File: src/rtl/bitstream_aligner.sv
// bitstream_aligner
//   Collects WORD_W-bit words into a 2*WORD_W-bit left-justified bit buffer
//   and presents the oldest WIN_W bits as a window. The consumer removes
//   0..WIN_W bits from the window head each cycle; in the same cycle a new
//   word may be appended behind whatever bits remain.
//
// Ports
//   clk       : clock, all state updates on the rising edge
//   rst       : synchronous active-high reset (clears buffer, count, err)
//   flush     : synchronous clear of buffered bits (err is kept)
//   in_valid  : in_data holds a word
//   in_data   : input word, MSB is the first bit of the stream
//   in_ready  : a word is accepted this cycle (room for a full word, no flush)
//   cons_n    : number of bits to consume from the window head
//   cons_en   : qualifies cons_n
//   win       : oldest WIN_W buffered bits, win[WIN_W-1] is the oldest
//   avail     : number of valid buffered bits, 0..2*WORD_W
//   err       : sticky flag, set by a consume larger than avail or WIN_W
module bitstream_aligner #(
    parameter int WORD_W = 32,
    parameter int WIN_W  = 32,
    localparam int BUF_W = 2 * WORD_W,
    localparam int CNT_W = $clog2(BUF_W + 1),
    localparam int N_W   = $clog2(WIN_W + 1)
) (
    input  logic              clk,
    input  logic              rst,
    input  logic              flush,
    input  logic              in_valid,
    input  logic [WORD_W-1:0] in_data,
    output logic              in_ready,
    input  logic [N_W-1:0]    cons_n,
    input  logic              cons_en,
    output logic [WIN_W-1:0]  win,
    output logic [CNT_W-1:0]  avail,
    output logic              err
);

    logic [BUF_W-1:0] bits_p1;
    logic [CNT_W-1:0] cnt_p1;
    logic             err_p1;

    logic             fire;
    logic             legal;
    logic             illegal;
    logic [CNT_W-1:0] n_eff;
    logic [CNT_W-1:0] rem;
    logic [CNT_W-1:0] shift;
    logic [BUF_W-1:0] data_ext;
    logic [BUF_W-1:0] bits_next;
    logic [CNT_W-1:0] cnt_next;

    function automatic logic consume_legal(input logic en,
                                           input logic [N_W-1:0] n,
                                           input logic [CNT_W-1:0] cnt);
        return en && (CNT_W'(n) <= cnt) && (n <= N_W'(WIN_W));
    endfunction

    // Ready only looks at the registered count, never at the consume inputs,
    // so a word is accepted only when a full word fits before any consume.
    assign in_ready = (cnt_p1 <= CNT_W'(WORD_W)) && !flush;
    assign fire     = in_valid && in_ready;

    always_comb begin
        legal     = consume_legal(cons_en, cons_n, cnt_p1);
        illegal   = cons_en && !legal;
        n_eff     = legal ? CNT_W'(cons_n) : '0;
        rem       = cnt_p1 - n_eff;
        // The new word lands directly behind the remaining bits; with
        // cnt <= WORD_W whenever fire is set, this shift is never negative.
        shift     = CNT_W'(WORD_W) - rem;
        data_ext  = {{WORD_W{1'b0}}, in_data};
        bits_next = bits_p1 << n_eff;
        cnt_next  = rem;
        if (fire) begin
            bits_next = bits_next | (data_ext << shift);
            cnt_next  = rem + CNT_W'(WORD_W);
        end
    end

    // ---- stage p1: buffer, count and error registers ----
    always_ff @(posedge clk) begin
        if (rst) begin
            bits_p1 <= '0;
            cnt_p1  <= '0;
            err_p1  <= 1'b0;
        end else if (flush) begin
            bits_p1 <= '0;
            cnt_p1  <= '0;
        end else begin
            bits_p1 <= bits_next;
            cnt_p1  <= cnt_next;
            if (illegal)
                err_p1 <= 1'b1;
        end
    end

    assign win   = bits_p1[BUF_W-1 -: WIN_W];
    assign avail = cnt_p1;
    assign err   = err_p1;

endmodule
File: config.mk
export PLATFORM = sky130hd
export DESIGN_NAME = bitstream_aligner
export DESIGN_NICKNAME = d
export VERILOG_FILES = /design/src/rtl/bitstream_aligner.sv
export SDC_FILE = /design/constraint.sdc
export NUM_CORES = 1
export LEC_CHECK = 0
export BUFFER_PORTS_ARGS = -buffer_cell sky130_fd_sc_hd__buf_2
export CAP_MARGIN = 30
export CELL_PAD_IN_SITES_DETAIL_PLACEMENT = 0
export CELL_PAD_IN_SITES_GLOBAL_PLACEMENT = 1
export CORE_UTILIZATION = 46
export CTS_BUF_LIST = sky130_fd_sc_hd__clkbuf_8
export DETAILED_ROUTE_END_ITERATION = 7
export PLACE_DENSITY_LB_ADDON = 0.1
export SETUP_SLACK_MARGIN = 0.15
export SLEW_MARGIN = 5
export SYNTH_ARGS = -nofsm -noshare
export SYNTH_HDL_FRONTEND = slang
export SYNTH_SLANG_ARGS = --single-unit
File: constraint.sdc
create_clock -name clk -period 7.2 [get_ports clk]
set_input_delay 1.08 -clock clk [delete_from_list [all_inputs] [get_ports clk]]
set_output_delay 1.08 -clock clk [all_outputs]
set_load 0.01 [all_outputs]
==> metrics.cfg <==
[clock_network]
root_buffer = clkbuf_8
cts_sinks = 72
cts_buffers = 9
cts.clk_slew.worst_paths_ns = 0.09
cts.repair.resized = 0
htree_levels = 3
post-cts-setup-buffer-count = 0
clk_path_buf_depth = 2
postCtsHoldBufs = 0
clock_latency_ns = 0.38
cts_tree = built

[cells_and_area]
area.sequential_um2 = 1441
mostFrequentLayoutCells = 177 x nand2_1, 131 x nor2_1, 128 x a21oi_1, 92 x o21ai_0, 82 x buf_2
multi_input_area_um2 = 7989
final_common_cell = nand2_1
fillers = 2339
utilization_pct = 49.43
layout.cells.non_filler = 1731
areaGrowthSynthToFinish_pct = 4.466
nets = 1503
drive_above_1_share_pct = 15.24

[power_and_ir_drop]
p_int_uw = 1731
power_density_nw_per_um2 = 389.5
clock_power_share_pct = 9.0
seq_power_share_pct = 13.4
swShare_pct = 59.18
irDropWorstVdd_mv = 0.2845
leakagePower_uw = 0.004060
p_switching_uw = 2510
combPwrFrac_pct = 77.6

[yosys]
ys.flop_type = dfxtp_1
seq_area_frac_synth_pct = 13.83
synth_area_um2 = 10420
synthCells = 1485
synth.area.top_cells = dfxtp_1 14%, mux2i_1 7.6%, nand2_1 6.4%, a21oi_1 6.1%, mux4_2 4.8%
yosysWarnings = 0
synth_top_area_share_pct = 13.83
synth.avg_cell_area_um2 = 7.018
syn_nets = 1542
synth_edf_count = 0
synth_largest_area_cell = dfxtp_1
synth_cell_types = 93
async_flop_share_pct = 0
synth-seq-cells = 72

[sta]
final-setup-viol-count = 0
hold_violations = 0
finalSetupTns_ns = 0
maxSlewHeadroom_pct = 39.67
period_needed_ns = 6.296
fin_ws_ns = 0.9038
min_period_over_period_pct = 87.45
hold_ws_ns = 0.4911
tightest_slew_ns = 0.9049
rsz0062_at_grt = false
slew_viol_final = 0
clock_skew_ns = 0.02010
fmax_ghz = 0.1588

[place]
post-place-ws_ns = 0.6597
port_buffers = 83
place_inst = 1715
place_congestion = 1.036
hpwl_um = 36940

[critical_path]
reg2regPathDepth = 18
crit_required_ns = 7.44
r2r_setup_slack_ns = 1.46
r2r-start = avail[3]
criticalPathCategory = in2reg
worstPathMaxFanout = 31
cp_slowest_stage_delay_ns = 0.91
cp_top_family = adder cells
crit_path_cell_trace = buf_4 > clkinv_1 > buf_4 > ha_1 > and3_1 > nand3_1 > o21a_1 > inv_2 > ha_1 > fa_1 > ha_2 > buf_4 > mux4_2 > mux2i_1 > mux2i_1 > a21oi_1 > o2bb2ai_1 > a211oi_1 > a21oi_1
reg2reg_to = bits_p1[49]
endpoint_kind = flop
start_kind = primary input
path_buf_inv = 5
cp_slowest_cell = ha_2
cp.arrival_ns = 6.53
cp_common_cell = buf_4

[min_path]
min_delay_path_depth = 2
hp-class = reg2reg
worstHoldStart = err
hold_end = err

[drt]
drc = 2
drtIter0Drc = 1880
drtPass1Iterations = 8
vias = 12600
wl_per_cell_um = 28.82
ant_nets = 0
drt-total-wl_um = 49890
avgViaCountPerCell = 7.278

[floorplan]
row_count = 54
coreArea_um2 = 22030
die_h_um = 152.5
num_io_pins = 84
die_w_um = 152.5
initial_core_util_pct = 47.31
fp.dieArea_um2 = 23260

[flow_run]
max_cap_viol_count = 0

[grt]
antenna_found_initial = 0
grt_max_degree = 79
overflow = 0
grt_pass1_vias = 11310
grt_pass1_wl_um = 74380
grtUsageTotal_pct = 42.11

[run_status]
violations = DRC
status = finished with violations

flip-flops by register name, indices dropped and copies added (netlist names):
name     count
bits_p1     64
avail        7
err          1
stage by stage:
stage	area [µm²]	power, µW
after CTS	10880	4103
after detailed placement	10680	3717
final	10890	4241
after global routing	10880	4439
after floorplan	10420	2786
after global placement	10680	3731
worst max-delay path by stage:
stage	startpoint	endpoint	slack [ns]	cells after the start
2_1_floorplan	cons_n[0]	bits_p1[31]	0.53	26
3_3_place_gp	cons_n[0]	bits_p1[49]	0.71	19
3_5_place_dp	cons_n[0]	bits_p1[49]	0.66	19
4_1_cts	cons_n[0]	bits_p1[49]	1.01	19
5_1_grt	cons_n[0]	bits_p1[49]	0.66	19
6_report	cons_n[0]	bits_p1[49]	0.90	19
worst min-delay path, stage by stage, from the launching register on:
cell,delay [ns]
dfxtp_1,0.35
a31oi_1,0.04
nor2_1,0.07
per-layer routing:
layer / vias up / global-route usage [%] / share of wire [%]
li1: 5527 / - / -
met1: 5985 / 60.32 / 42
met2: 952 / 61.88 / 42
met3: 134 / 8.732 / 12
met4: 0 / 15.06 / 3.9
met5: - / 0 / 0
kinds of logic after synthesis:
family / Yosys count / synth area share, %
XOR/XNOR: 12 / 1.225
AND/OR/NAND/NOR: 462 / 20.16
flip-flops: 72 / 13.83
buffers and inverters: 220 / 10.10
adder cells (fa/ha/maj): 14 / 1.753
AO/OA/AOI/OAI: 582 / 38.22
multiplexers: 123 / 14.72
power groups by stage:
stage / Combinational, µW / Sequential, µW / Clock [µW]
finish: 3290 / 570 / 380
global route: 3480 / 572 / 392
CTS: 3170 / 560 / 376
detailed placement: 3150 / 569 / 0
global placement: 3160 / 571 / 0
floorplan: 2270 / 519 / 0
final cells by class:
type | count | share of cell area, %
sequential | 72 | 13.24
antenna | 1 | 0.02299
clock inverter | 6 | 0.7815
clock buffer | 9 | 1.138
tap | 280 | 3.218
timing repair buffer | 123 | 6.597
inverter | 47 | 1.621
multi-input combinational | 1193 | 73.38
Yosys cell counts (15+ instances only):
master    count
o32ai_1      25
buf_1        15
nand3_1      45
nor2_1      131
a22oi_1      44
a32oi_1      20
dfxtp_1      72
inv_1        41
a31oi_1      30
a21o_1       18
nor3_1       20
buf_2        46
o211ai_1     39
mux2i_1      79
o21ai_0      92
o21a_1       15
nand2_1     177
a211oi_1     15
clkbuf_1     70
mux2_2       22
a21oi_1     128
o31ai_1      15
o22ai_1      26
buf_4        39
mux4_2       22
Power figures use the tool's default switching activity.
